[src/rtl/conv_mac_3x3.sv]
// conv_mac_3x3: streaming 3x3 convolution multiply-accumulate with valid/ready handshakes
// vedic_2x2:    2x2 Vedic multiplier cell        a, b -> p
// vedic_4x4:    4x4 Vedic multiplier from 2x2    a, b -> p
// conv_mac_3x3: clk, rst (sync, active high)
//               in_valid/in_ready/pix/wgt        pixel/weight pair input
//               out_valid/out_ready/out_sum      completed window sum output
module vedic_2x2 (
  input  logic [1:0] a,
  input  logic [1:0] b,
  output logic [3:0] p
);
  logic c;
  logic h;
  assign c = a[1] & b[0] & a[0] & b[1];
  assign h = a[1] & b[1];
  assign p = {h & c, h ^ c, (a[1] & b[0]) ^ (a[0] & b[1]), a[0] & b[0]};
endmodule

module vedic_4x4 (
  input  logic [3:0] a,
  input  logic [3:0] b,
  output logic [7:0] p
);
  logic [3:0] q0, q1, q2, q3;
  vedic_2x2 u0 (.a(a[1:0]), .b(b[1:0]), .p(q0));
  vedic_2x2 u1 (.a(a[3:2]), .b(b[1:0]), .p(q1));
  vedic_2x2 u2 (.a(a[1:0]), .b(b[3:2]), .p(q2));
  vedic_2x2 u3 (.a(a[3:2]), .b(b[3:2]), .p(q3));
  assign p = {4'b0, q0} + {2'b0, q1, 2'b0} + {2'b0, q2, 2'b0} + {q3, 4'b0};
endmodule

module conv_mac_3x3 #(
  parameter int TAPS  = 9,
  parameter int SUM_W = 12
) (
  input  logic             clk,
  input  logic             rst,
  input  logic             in_valid,
  output logic             in_ready,
  input  logic [3:0]       pix,
  input  logic [3:0]       wgt,
  output logic             out_valid,
  input  logic             out_ready,
  output logic [SUM_W-1:0] out_sum
);
  localparam int CW = TAPS > 1 ? $clog2(TAPS) : 1;
  logic [CW-1:0]    tap_cnt;
  logic [7:0]       prod, prod_q;
  logic             prod_v, first_q, last_q, accept;
  logic [SUM_W-1:0] acc, sum;
  vedic_4x4 u_mul (.a(pix), .b(wgt), .p(prod));
  assign in_ready = !out_valid;
  assign accept   = in_valid && in_ready;
  // the first tap restarts the window so no separate clear cycle is needed
  assign sum      = first_q ? SUM_W'(prod_q) : acc + SUM_W'(prod_q);
  always_ff @(posedge clk) begin
    if (rst) begin
      tap_cnt   <= '0;
      prod_q    <= '0;
      prod_v    <= 1'b0;
      first_q   <= 1'b0;
      last_q    <= 1'b0;
      acc       <= '0;
      out_sum   <= '0;
      out_valid <= 1'b0;
    end else begin
      prod_v <= accept;
      if (accept) begin
        tap_cnt <= tap_cnt == CW'(TAPS - 1) ? '0 : tap_cnt + 1'b1;
        prod_q  <= prod;
        first_q <= tap_cnt == '0;
        last_q  <= tap_cnt == CW'(TAPS - 1);
      end
      if (prod_v) acc <= sum;
      if (prod_v && last_q) begin
        out_sum   <= sum;
        out_valid <= 1'b1;
      end else if (out_valid && out_ready) begin
        out_valid <= 1'b0;
      end
    end
  end
endmodule

[config.mk]
export PLATFORM = sky130hd
export DESIGN_NAME = conv_mac_3x3
export DESIGN_NICKNAME = d
export VERILOG_FILES = /design/src/rtl/conv_mac_3x3.sv
export SDC_FILE = /design/constraint.sdc
export NUM_CORES = 1
export LEC_CHECK = 0
export CAP_MARGIN = 20
export CORE_MARGIN = 1.5
export CORE_UTILIZATION = 51
export CTS_CLUSTER_SIZE = 10
export DETAILED_ROUTE_END_ITERATION = 8
export PLACE_DENSITY = 0.76
export SLEW_MARGIN = 0
export SYNTH_ARGS = -nofsm -noshare
export SYNTH_HDL_FRONTEND = slang
export SYNTH_SLANG_ARGS = --single-unit
[constraint.sdc]
create_clock -name clk -period 3.7 [get_ports clk]
set_input_delay 0.74 -clock clk [delete_from_list [all_inputs] [get_ports clk]]
set_output_delay 0.74 -clock clk [all_outputs]
set_load 0.05 [all_outputs]
==> flow_metrics.env <==
export IMPL_status="completed"
export IMPL_fill_cells=437
export IMPL_critPathMaxFanout=2
export IMPL_arrival_ns=3.84
export IMPL_avgSynthCellArea_um2=8.365
export IMPL_path_buf_inv=3
export IMPL_clock_fmax_ghz=0.2771
export IMPL_final_net_count=372
export IMPL_place_area_um2=2887
export IMPL_met1Wirelength_um=2237
export IMPL_start_util=0.5313
export IMPL_cts_root_buf="clkbuf_8"
export IMPL_cts_tree="yes"
export IMPL_wirelength_um=5096
export IMPL_syn_num_nets=341
export IMPL_async_reset_ff_frac=0
export IMPL_crit_required_ns=3.93
export IMPL_final_core_util=0.6455
export IMPL_fin_total_pwr_mw=1.015
export IMPL_fin_crit_ns=3.608
export IMPL_layout_commonest_cell="nand2_1"
export IMPL_ys_ff_latch=40
export IMPL_path_delay_family="adder cells"
export IMPL_finalWeightedCongestion=0.8631
export IMPL_critical_path_cell_chain="dlygate4sd2_1, and2_4, and3_4, ha_4, ha_4, inv_2, fa_2, xor2_2, fa_1, inv_2, fa_2, a21o_1, a21oi_2, xnor2_1, nand2_1, a21oi_2"
export IMPL_grt_pass1_vias=1994
export IMPL_grt_overflow_total=0
export IMPL_core_area_um2=4755
export IMPL_diodes=0
export IMPL_power_per_cell_area_nw_per_um2=330.8
export IMPL_die_h_um=73.38
export IMPL_finalHoldViolations=0
export IMPL_maxSlewHeadroom=0.4238
export IMPL_ys_warnings_count=0
export IMPL_syn_area_um2=2526
export IMPL_endpoint_kind="register"
export IMPL_peakVddDrop_mv=0.1455
export IMPL_io_pin_count=26
export IMPL_cts_buffer_depth=2
export IMPL_grt_start_max_net_pins=26
export IMPL_clkTransAtPathRegs_ns=0.07
export IMPL_fin_worst_skew_ns=0.006406
export IMPL_synth_area_top_cells="dfxtp_1 (32%), ha_1 (11%), nand2_1 (6.2%), a21oi_1 (5.0%), nor2_1 (4.2%)"
export IMPL_critical_path_class="primary input to register"
export IMPL_port_buffer_count=25
export IMPL_ys_seq_area_frac=0.3170
export IMPL_grt_pass1_wl_um=8714
export IMPL_hp_class="register to register"
export IMPL_leakagePower_nw=1.263
export IMPL_ff_latch_area_um2=800.8
export IMPL_clk_latency_ns=0.29
export IMPL_dp_slack_ns=-0.5308
export IMPL_yosysTopAreaCellShare=0.3170
export IMPL_cpPeakStageDelay_ns=0.56
export IMPL_multi_input_area_um2=1673
export IMPL_dp_hpwl_um=3756
export IMPL_cts_buffers=5
export IMPL_layout_common_cells="nand2_1 (42), dfxtp_1 (40), nor2_1 (28)"
export IMPL_finalMaxSlewViolations=0
export IMPL_cts_sinks=40
export IMPL_dr_wl_met2_um=2638
export IMPL_synthCells=302
export IMPL_firstDrtPassIters=4
export IMPL_wl_per_cell_um=12.74
export IMPL_die_area_um2=5385
export IMPL_drtIter0Drc=93
export IMPL_postRouteAntennaNets=0
export IMPL_antenna_found_initial=0
export IMPL_synth_edf_count=0
export IMPL_finalCritPeriodShare=0.9753
export IMPL_final_cell_area_um2=3069
export IMPL_synth_area_leader_cell="dfxtp_1"
export IMPL_vias_per_cell=5.360
export IMPL_layout_drive_gt1_share=0.1261
export IMPL_routed_top_layer="met4"
export IMPL_wl_met3_um=142
export IMPL_h_tree_depth=2
export IMPL_finalSetupTns_ns=0
export IMPL_setup_viol=0
export IMPL_die_x_um=73.38
export IMPL_maxCapViolations=0
export IMPL_cp_start_kind="primary input"
export IMPL_post_route_drc_count=0
export IMPL_setup_ws_ns=0.09153
export IMPL_crit_slowest_cell="fa_1"
export IMPL_vias=2144
export IMPL_syn2layout_area_growth_pct=21.50
export IMPL_worstMarginPinSlew_ns=0.8631
export IMPL_ys_types=47
export IMPL_rows=25
export IMPL_grt_total_usage=0.2078
export IMPL_ys_flop_type="dfxtp_1"
[where the power goes]
group          total [mW]  leakage [nW]  internal, mW  switching [mW]
Sequential          0.480         0.326         0.452          0.0275
Combinational       0.228         0.887         0.111           0.117
Clock               0.308        0.0503         0.166           0.142
Total                1.02          1.26         0.729           0.286
[repair_timing]
action	in CTS	in global routing
gates cloned	0	0
buffers inserted	0	1
gates resized for setup	10	9
endpoints found under the setup margin	3	2
pin swaps	12	10
hold buffers	0	0
[cells by family (layout without fill, tap and decap cells)]
family                     count (synthesis)  count (layout)  share of synthesized area
and+or+nand+nor                          107             107                     0.1996
AOI/OAI and AO/OA                         70              70                     0.1877
DFF                                       40              40                     0.3170
buffers and inverters                     32              63                    0.05299
adders and majority gates                 27              27                     0.1486
xor gates and xnor gates                  18              18                    0.06241
muxes                                      8               8                    0.03170
[cell type report]
| type | count | area share |
|---|---|---|
| multi-input combinational | 230 | 0.5450 |
| sequential | 40 | 0.2609 |
| timing repair buffer | 37 | 0.1121 |
| clock buffer | 7 | 0.03139 |
| tap | 67 | 0.02731 |
| inverter | 19 | 0.02324 |
[metrics by stage]
step,instances,hold slack (ns)
2_1_floorplan,302,0.4450
3_3_place_gp,392,0.4350
3_5_place_dp,392,0.4398
4_1_cts,399,0.4505
5_1_grt,400,0.4687
6_report,400,0.4449
[flip-flops by register name (all words and copies together), names as in the netlist]
signal / cells
last_q: 1
first_q: 1
out_sum: 12
acc: 12
out_valid: 1
prod_q: 8
tap_cnt: 4
prod_v: 1
[routing by layer]
metal / vias up / track usage
met5: - / 0
met4: 0 / 0.08848
met3: 9 / 0.04527
met2: 41 / 0.3616
met1: 993 / 0.2457
li1: 1101 / -
[final timing paths]
path / slack [ns] / cells past startpoint / startpoint / endpoint
min reg2reg: 0.44 / 2 / out_sum[8] / out_sum[8]
min: 0.44 / 2 / out_sum[8] / out_sum[8]
max: 0.09 / 16 / pix[1] / prod_q[7]
max reg2reg: 1.45 / 9 / prod_q[0] / acc[8]
[synthesized netlist by cell type (2+ instances only)]
library cell / count
xnor2_1: 10
fa_1: 5
mux2i_1: 8
a211oi_1: 11
nand2b_1: 3
inv_1: 17
nor2_1: 28
and2_1: 10
o21ai_0: 6
o211ai_1: 3
nand2_1: 42
nand4b_1: 2
buf_2: 5
xor2_1: 8
nor2b_1: 4
o21ai_1: 5
dfxtp_1: 40
ha_1: 22
a21oi_1: 25
a22oi_1: 2
clkbuf_1: 6
or3_1: 2
nor3_1: 5
nand3_1: 3
a21o_1: 7
a211oi_2: 2
[worst min-delay path: stages (launching register included)]
cell and delay (ns):
dfxtp_1 0.31, nand2_1 0.05, o21ai_1 0.05
(Power assumes the default switching activity.)
